**src/rtl/irq_injector_pkg.sv**
```systemverilog
// Shared types and helpers for the button-to-interrupt injector.
// Holds the addi encoding, field widths and the issue FSM state type.
package irq_pkg;

  localparam int OPC_W = 5;
  localparam int REG_W = 5;
  localparam int IMM_W = 17;

  localparam logic [OPC_W-1:0] OP_ADDI = 5'b00101;

  typedef enum logic [1:0] {
    IDLE  = 2'd0,
    ISSUE = 2'd1,
    GAP   = 2'd2
  } state_e;

  // addi rd, $r0, code
  function automatic logic [31:0] build_instr(input logic [REG_W-1:0] rd,
                                              input logic [IMM_W-1:0] code);
    return {OP_ADDI, rd, {REG_W{1'b0}}, code};
  endfunction

endpackage

```
**src/rtl/irq_injector_if.sv**
```systemverilog
// CPU-facing side of the injector: the injected instruction word plus
// queue occupancy and activity status.
interface irq_injector_if #(
  parameter int FIFO_DEPTH = 4
);
  logic [31:0]                 interrupt_instruction;
  logic [$clog2(FIFO_DEPTH):0] fifo_count;
  logic                        busy;

  modport master (output interrupt_instruction, fifo_count, busy);
  modport slave  (input  interrupt_instruction, fifo_count, busy);
endinterface

```
**src/rtl/irq_injector_fifo.sv**
```systemverilog
// Small synchronous FIFO for button event codes; power-of-two depth so
// the pointers wrap naturally.
module irq_fifo #(
  parameter int WIDTH = 4,
  parameter int DEPTH = 4
) (
  input  logic                     clock,
  input  logic                     reset,
  input  logic                     push,
  input  logic [WIDTH-1:0]         push_data,
  input  logic                     pop,
  output logic [WIDTH-1:0]         pop_data,
  output logic                     full,
  output logic                     empty,
  output logic [$clog2(DEPTH):0]   count
);

  localparam int AW = $clog2(DEPTH);

  logic [WIDTH-1:0] mem_r [DEPTH];
  logic [AW-1:0]    wr_r;
  logic [AW-1:0]    rd_r;
  logic [AW:0]      cnt_r;
  logic             push_ok_s;
  logic             pop_ok_s;

  assign full      = (cnt_r == (AW+1)'(DEPTH));
  assign empty     = (cnt_r == {(AW+1){1'b0}});
  assign count     = cnt_r;
  assign pop_data  = mem_r[rd_r];
  assign push_ok_s = push & ~full;
  assign pop_ok_s  = pop & ~empty;

  // Storage, pointers and occupancy; push and pop may coincide.
  always_ff @(posedge clock or posedge reset) begin
    if (reset) begin
      for (int i = 0; i < DEPTH; i++) begin
        mem_r[i] <= {WIDTH{1'b0}};
      end
      wr_r  <= {AW{1'b0}};
      rd_r  <= {AW{1'b0}};
      cnt_r <= {(AW+1){1'b0}};
    end else begin
      if (push_ok_s) begin
        mem_r[wr_r] <= push_data;
        wr_r        <= wr_r + AW'(1);
      end
      if (pop_ok_s) begin
        rd_r <= rd_r + AW'(1);
      end
      case ({push_ok_s, pop_ok_s})
        2'b10:   cnt_r <= cnt_r + (AW+1)'(1);
        2'b01:   cnt_r <= cnt_r - (AW+1)'(1);
        default: cnt_r <= cnt_r;
      endcase
    end
  end

endmodule

```
**src/rtl/irq_injector.sv**
```systemverilog
// Button press -> queued addi injection into the CPU instruction stream.
// Define IRQ_INJECTOR_DEBOUNCE_EN to add per-button debounce filtering.
module irq_injector
  import irq_pkg::*;
#(
  parameter int NUM_BTN         = 4,
  parameter int FIFO_DEPTH      = 4,
  parameter int SPACING         = 8,
  parameter int DEBOUNCE_CYCLES = 16,
  parameter int INT_REG         = 27
) (
  input  logic               clock,
  input  logic               reset,
  input  logic [NUM_BTN-1:0] buttons,
  irq_injector_if.master     cpu
);

  localparam int CODE_W = $clog2(NUM_BTN + 1);
  localparam int CNT_W  = $clog2(FIFO_DEPTH) + 1;
  localparam int GAP_W  = $clog2(SPACING);

  logic [NUM_BTN-1:0] sync1_r;
  logic [NUM_BTN-1:0] sync_r;
  logic [NUM_BTN-1:0] lvl_s;
  logic [NUM_BTN-1:0] prev_r;
  logic [NUM_BTN-1:0] edge_s;
  logic [NUM_BTN-1:0] pending_r;
  logic [NUM_BTN-1:0] low_s;
  logic [NUM_BTN-1:0] clear_s;
  logic               push_s;
  logic [CODE_W-1:0]  push_code_s;
  logic               pop_s;
  logic [CODE_W-1:0]  pop_code_s;
  logic               full_s;
  logic               empty_s;
  logic [CNT_W-1:0]   count_s;
  state_e             state_r;
  state_e             state_s;
  logic [GAP_W-1:0]   gap_r;
  logic [GAP_W-1:0]   gap_s;
  logic [31:0]        instr_r;
  logic [31:0]        instr_s;

  // Two-flop synchronizer for the asynchronous pins.
  always_ff @(posedge clock or posedge reset) begin
    if (reset) begin
      sync1_r <= {NUM_BTN{1'b0}};
      sync_r  <= {NUM_BTN{1'b0}};
    end else begin
      sync1_r <= buttons;
      sync_r  <= sync1_r;
    end
  end

`ifdef IRQ_INJECTOR_DEBOUNCE_EN
  localparam int DB_W = $clog2(DEBOUNCE_CYCLES + 1);

  logic [DB_W-1:0]    db_cnt_r [NUM_BTN];
  logic [NUM_BTN-1:0] lvl_r;

  // Accept a level change only after it has persisted DEBOUNCE_CYCLES cycles.
  always_ff @(posedge clock or posedge reset) begin
    if (reset) begin
      lvl_r <= {NUM_BTN{1'b0}};
      for (int i = 0; i < NUM_BTN; i++) begin
        db_cnt_r[i] <= {DB_W{1'b0}};
      end
    end else begin
      for (int i = 0; i < NUM_BTN; i++) begin
        if (sync_r[i] != lvl_r[i]) begin
          if (db_cnt_r[i] == DB_W'(DEBOUNCE_CYCLES - 1)) begin
            lvl_r[i]    <= sync_r[i];
            db_cnt_r[i] <= {DB_W{1'b0}};
          end else begin
            db_cnt_r[i] <= db_cnt_r[i] + DB_W'(1);
          end
        end else begin
          db_cnt_r[i] <= {DB_W{1'b0}};
        end
      end
    end
  end

  assign lvl_s = lvl_r;
`else
  assign lvl_s = sync_r;
`endif

  assign edge_s = lvl_s & ~prev_r;
  // Isolate the lowest set pending bit: x & -x.
  assign low_s  = pending_r & (~pending_r + NUM_BTN'(1));

  // Arbiter: lowest pending index wins one FIFO slot per cycle.
  always_comb begin
    push_code_s = {CODE_W{1'b0}};
    for (int i = 0; i < NUM_BTN; i++) begin
      push_code_s = push_code_s | (low_s[i] ? CODE_W'(i + 1) : {CODE_W{1'b0}});
    end
    push_s  = ~full_s & (|pending_r);
    clear_s = push_s ? low_s : {NUM_BTN{1'b0}};
  end

  // Edge history and sticky pending bits; repeat edges merge.
  always_ff @(posedge clock or posedge reset) begin
    if (reset) begin
      prev_r    <= {NUM_BTN{1'b0}};
      pending_r <= {NUM_BTN{1'b0}};
    end else begin
      prev_r    <= lvl_s;
      pending_r <= (pending_r & ~clear_s) | edge_s;
    end
  end

  irq_fifo #(
    .WIDTH (CODE_W),
    .DEPTH (FIFO_DEPTH)
  ) u_fifo (
    .clock     (clock),
    .reset     (reset),
    .push      (push_s),
    .push_data (push_code_s),
    .pop       (pop_s),
    .pop_data  (pop_code_s),
    .full      (full_s),
    .empty     (empty_s),
    .count     (count_s)
  );

  // Issue FSM state, gap counter and the registered output word.
  always_ff @(posedge clock or posedge reset) begin
    if (reset) begin
      state_r <= IDLE;
      gap_r   <= {GAP_W{1'b0}};
      instr_r <= 32'd0;
    end else begin
      state_r <= state_s;
      gap_r   <= gap_s;
      instr_r <= instr_s;
    end
  end

  // Next state; instr_s is nonzero only in the cycle that enters ISSUE.
  always_comb begin
    state_s = state_r;
    gap_s   = gap_r;
    instr_s = 32'd0;
    pop_s   = 1'b0;
    case (state_r)
      IDLE: begin
        if (!empty_s) begin
          pop_s   = 1'b1;
          instr_s = build_instr(REG_W'(INT_REG), IMM_W'(pop_code_s));
          state_s = ISSUE;
        end else begin
          state_s = IDLE;
        end
      end
      ISSUE: begin
        gap_s = GAP_W'(SPACING - 2);
        if (SPACING > 2) begin
          state_s = GAP;
        end else begin
          state_s = IDLE;
        end
      end
      GAP: begin
        gap_s = gap_r - GAP_W'(1);
        if (gap_r <= GAP_W'(1)) begin
          state_s = IDLE;
        end else begin
          state_s = GAP;
        end
      end
      default: begin
        state_s = IDLE;
      end
    endcase
  end

  assign cpu.interrupt_instruction = instr_r;
  assign cpu.fifo_count            = count_s;
  assign cpu.busy                  = (|pending_r) | ~empty_s | (state_r != IDLE);

endmodule

```
**src/flat_wrapper.sv**
```systemverilog
// flat-port wrapper written by rule: the top's interface ports become plain ports
module irq_injector_flat import irq_pkg::*;
#(
  parameter int NUM_BTN         = 4,
  parameter int FIFO_DEPTH      = 4,
  parameter int SPACING         = 8,
  parameter int DEBOUNCE_CYCLES = 16,
  parameter int INT_REG         = 27
)
  (clock, reset, buttons, cpu_interrupt_instruction, cpu_fifo_count, cpu_busy);
  irq_injector_if #(.FIFO_DEPTH(FIFO_DEPTH)) cpu_i ();
  input  logic clock;
  input  logic reset;
  input  logic [NUM_BTN-1:0] buttons;
  output wire logic [$bits(cpu_i.interrupt_instruction)-1:0] cpu_interrupt_instruction;
  output wire logic [$bits(cpu_i.fifo_count)-1:0] cpu_fifo_count;
  output wire logic [$bits(cpu_i.busy)-1:0] cpu_busy;
  assign cpu_interrupt_instruction = cpu_i.interrupt_instruction;
  assign cpu_fifo_count = cpu_i.fifo_count;
  assign cpu_busy = cpu_i.busy;
  irq_injector #(.NUM_BTN(NUM_BTN), .FIFO_DEPTH(FIFO_DEPTH), .SPACING(SPACING), .DEBOUNCE_CYCLES(DEBOUNCE_CYCLES), .INT_REG(INT_REG)) u_core (.clock(clock), .reset(reset), .buttons(buttons), .cpu(cpu_i));
endmodule
```
**config.mk**
```make
export PLATFORM = sky130hd
export DESIGN_NAME = irq_injector_flat
export DESIGN_NICKNAME = d
export VERILOG_FILES = /design/src/rtl/irq_injector_pkg.sv /design/src/rtl/irq_injector_if.sv /design/src/rtl/irq_injector_fifo.sv /design/src/rtl/irq_injector.sv /design/src/flat_wrapper.sv
export SDC_FILE = /design/constraint.sdc
export NUM_CORES = 1
export LEC_CHECK = 0
export BUFFER_PORTS_ARGS = -buffer_cell sky130_fd_sc_hd__clkbuf_2
export CAP_MARGIN = 30
export CORE_ASPECT_RATIO = 2
export CORE_MARGIN = 3
export CORE_UTILIZATION = 50
export DETAILED_ROUTE_END_ITERATION = 8
export PLACE_DENSITY_LB_ADDON = 0.05
export SYNTH_ARGS = -nofsm -noshare
export SYNTH_HDL_FRONTEND = slang
export SYNTH_SLANG_ARGS = --single-unit
```
**constraint.sdc**
```tcl
create_clock -name clock -period 4.3 [get_ports clock]
set_input_delay 0.43 -clock clock [delete_from_list [all_inputs] [get_ports clock]]
set_output_delay 0.43 -clock clock [all_outputs]
set_load 0.01 [all_outputs]
```
==> Flow_metrics.wiki <==
{| class="wikitable"
! Metric !! Value
|-
| Cell with the largest stage delay on the worst path || sky130_fd_sc_hd__nor3b_2
|-
| Maximum fanout count along the critical path || 9
|-
| Skew final || roughly 0.0079 ns
|-
| CTS Sinks || between 40 and 50
|-
| Count of hold-fix buffers inserted at cts || 0
|-
| List of most frequent post-synthesis cells || 44 x sky130_fd_sc_hd__dfrtp_1, 28 x sky130_fd_sc_hd__buf_4, 24 x sky130_fd_sc_hd__o21ai_0
|-
| Vertical die dimension || between 90 and 100 um
|-
| Kind of end point of the critical path || flop
|-
| Total of flip-flops plus latches after synthesis || 44
|-
| Endpoints failing hold || 0
|-
| Cell Pwr Density || 755.1 nW/um2
|-
| Compound-gate portion of the synthesized area || 0.1303
|-
| Count of vias placed by the detailed router || 1284
|-
| Family with the most delay on the worst path || simple AND/OR/NAND/NOR gates
|-
| Final cell count without fillers || approximately 260
|-
| Final Max Tran Viols || 0
|-
| Max frequency || between 400 and 500 MHz
|-
| GRT Total Usage || 0.1637
|-
| TritonCTS clock tree || done
|-
| First-pass GRT wire length || 6161 um
|-
| Layout fillers || ~330
|-
| Wirelength, routed || around 3600 um
|-
| CTS Root Cell || sky130_fd_sc_hd__clkbuf_8
|-
| Average wire per cell in the routed design || about 14 um
|-
| Detailed-route vias per instance || 5.016
|-
| Critical path class || flop to flop
|-
| Proportion of synthesized area in mux cells || 0.03656
|-
| Proportion of layout cells with a drive suffix above 1 || 0.1756
|-
| Number of enable flip-flop cells after synthesis || 0
|-
| Number of cells in the design after placement || between 200 and 250
|-
| Bufs and invs on worst path || 2
|-
| Via count of the first global-routing pass || about 1300
|-
| Slew Limit Headroom || 0.6464
|-
| Fraction of the mapped netlist area in adder cells || 0.06840
|-
| Clock buffer depth || 2
|-
| Htree depth || 2
|-
| Most used flip-flop cell after synthesis || sky130_fd_sc_hd__dfrtp_1
|-
| Cells after synthesis || 190
|-
| Largest stage delay, worst path || about 0.50 ns
|-
| Ranking of synthesized cells by area || sky130_fd_sc_hd__dfrtp_1 52%, sky130_fd_sc_hd__buf_4 9.9%, sky130_fd_sc_hd__ha_1 5.9%, sky130_fd_sc_hd__o21ai_0 5.7%, sky130_fd_sc_hd__a31oi_1 5.0%
|-
| N_diodes || 0
|-
| Detail Route Antenna Nets || 0
|-
| Chip width || 52.07 um
|-
| Final worst path period share || 0.5403
|-
| Largest net degree at the start of global routing || 45
|-
| Post-CTS Setup Bufs || 0
|-
| Xor-xnor portion of the synthesized cell area || 0.02476
|-
| Number of detailed-routing iterations run before antenna repair || 4
|-
| # DRC || 0
|-
| Number of buffer cells added on primary ports || 18
|-
| Reg clk slew, reported paths || about 0.080 ns
|-
| Most frequent cell after synthesis || sky130_fd_sc_hd__dfrtp_1
|-
| Maximum Capacitance Violations || 0
|-
| Worst Path Required || around 4.5 ns
|-
| Worst-case vdd ir drop || between 0.4 and 0.5 mV
|-
| Lkg Pwr || about 0.0011 uW
|-
| Worst-path cell chain || nor3b_2 > nor2_1 > inv_1 > ha_1 > inv_1 > fa_1 > xor2_1 > nor2_1 > xor2_1
|-
| Floorplan row count || 32
|-
| Number of buffers added by the clock tree synthesis step || 5
|-
| Core Area || about 4000 um2
|-
| Data arrival at the endpoint of the critical path || approximately 2.5 ns
|-
| Half-perimeter wire length after detailed placement || between 2000 and 3000 um
|-
| Boundary Pins || 42
|-
| Combined area of the multi-input logic cells || slightly below 800 um2
|-
| Worst-Margin Slew || approximately 0.53 ns
|-
| Final period demand of the worst path || roughly 2.3 ns
|-
| Finish-stage setup viols || 0
|-
| Final weighted congestion of routability-driven global placement || a little under 0.8
|-
| Footprint of the flip-flops and latches || between 1000 and 1500 um2
|-
| Sequential area share after synthesis || 0.5189
|-
| Top-area cell type share of the netlist area || 0.5189
|-
| Remaining global-route overflow || 0
|-
| Syn_area_per_cell || around 11 um2
|-
| RSZ-0062 raised after global routing || no
|-
| Combinational family with the most area after synthesis || buffers and inverters
|-
| Total die area || a little over 5000 um2
|-
| Post-CTS resize count || 0
|-
| Initial core utilization || 0.5354
|-
| Antenna violations before repair || 0
|-
| Run status || finished, final reports clean
|-
| Post-synth ARST share || 1.000
|-
| Setup TNS Final || 0 ns
|-
| Post-Syn Area || ~2100 um2
|-
| Worst min path class || primary input to flop
|-
| Yosys warnings || 0
|-
| Insertion delay of the later-clocked pin in the worst-skew pair || around 0.30 ns
|-
| Library cell occupying the most area in the post-synthesis netlist || sky130_fd_sc_hd__dfrtp_1
|-
| Area growth syn-to-layout || 4.835%
|-
| Number of design-rule violations left by the first detailed-router iteration || 30
|-
| Number of nets in the finished design || 221
|-
| Simple-Gate Fraction of Synth Area || 0.06840
|-
| Synth cell types || 32
|-
| CP startpoint kind || flop
|}
[cell families (layout without fill, tap and decap cells)]
group | after synthesis | after routing
adder cells (fa/ha/maj) | 11 | 11
XOR/XNOR | 6 | 6
AND/OR/NAND/NOR | 26 | 26
other | 1 | 23
multiplexers | 4 | 4
buffers and inverters | 51 | 44
AO/OA/AOI/OAI | 47 | 47
flip-flops | 44 | 44
[metal layers]
| layer | global-route usage | part of all wire | vias up |
|---|---|---|---|
| li1 | - | - | 623 |
| met1 | 0.1777 | 0.36 | 624 |
| met2 | 0.2813 | 0.59 | 27 |
| met3 | 0.03359 | 0.026 | 10 |
| met4 | 0.09293 | 0.027 | 0 |
| met5 | 0 | 0 | - |
[state kept, by name, indices dropped and copies added, names as in the netlist, 3 cells and up]
name and count:
u_core.lvl_s 4, u_core.pending_r 4, u_core.prev_r 4, u_core.gap_r 3, u_core.u_fifo.count 3, u_core.cpu.interrupt_instruction 4
u_core.u_fifo.mem_r 12, u_core.sync1_r 4
[cell type report]
type	instances	share of cell area
Sequential cell	44	0.4949
Multi-Input combinational cell	117	0.3521
Timing Repair Buffer	19	0.04387
Clock buffer	5	0.03093
Inverter	17	0.02868
Tap cell	51	0.02868
Clock inverter	3	0.02081
[power by group]
group | total, uW | switching (uW) | internal [uW] | leakage [uW]
sequential | 701 | 140 | 561 | 0.000521
combinational | 655 | 357 | 298 | 0.000490
clock | 324 | 149 | 175 | 0.0000548
total | 1680 | 646 | 1030 | 0.00107
[final timing paths]
| kind | endpoint | cells after the start | start | slack, ns |
|---|---|---|---|---|
| min in group asynchronous | u_core.pending_r[0]$_DFF_PP0_ | 3 | reset | 0.24 |
| hold reg to reg | u_core.lvl_s[1]$_DFF_PP0_ | 0 | u_core.sync1_r[1]$_DFF_PP0_ | 0.35 |
| hold / removal | u_core.sync1_r[0]$_DFF_PP0_ | 1 | buttons[0] | 0.23 |
| setup reg to reg | u_core.u_fifo.count[2]$_DFFE_PP0P_ | 9 | u_core.u_fifo.count[1]$_DFFE_PP0P_ | 1.98 |
| max in group asynchronous | u_core.u_fifo.count[0]$_DFFE_PP0P_ | 3 | reset | 3.70 |
| setup / recovery | u_core.u_fifo.count[2]$_DFFE_PP0P_ | 9 | u_core.u_fifo.count[1]$_DFFE_PP0P_ | 1.98 |
[cells in the final DEF (no fill, tap or decap), types with 2 or more instances in the layout]
cell type and n:
sky130_fd_sc_hd__dfrtp_1 44, sky130_fd_sc_hd__o21ai_0 24, sky130_fd_sc_hd__conb_1 23, sky130_fd_sc_hd__clkbuf_2 18
sky130_fd_sc_hd__a31oi_1 17, sky130_fd_sc_hd__inv_1 17, sky130_fd_sc_hd__ha_1 10, sky130_fd_sc_hd__nand2_1 8
sky130_fd_sc_hd__clkbuf_8 5, sky130_fd_sc_hd__nand3_1 4, sky130_fd_sc_hd__mux4_2 3, sky130_fd_sc_hd__and2_1 3
sky130_fd_sc_hd__nor2_1 3, sky130_fd_sc_hd__xnor2_1 3, sky130_fd_sc_hd__xor2_1 3, sky130_fd_sc_hd__o31a_2 2
[metrics by stage]
step | hold slack (ns) | utilization | area [um2] | power, uW | setup slack (ns)
after detailed placement | 0.3347 | 0.5322 | 2110 | 1376 | 1.954
final | 0.2346 | 0.5612 | 2225 | 1680 | 1.977
after floorplan | 0.3312 | - | 2205 | 1247 | 2.177
after global routing | 0.2188 | 0.5612 | 2225 | 1822 | 1.756
after CTS | 0.2195 | 0.5612 | 2225 | 1704 | 1.939
after global placement | 0.3323 | 0.5322 | 2110 | 1346 | 2.076
Note: power is estimated with default switching activity, not from simulation.
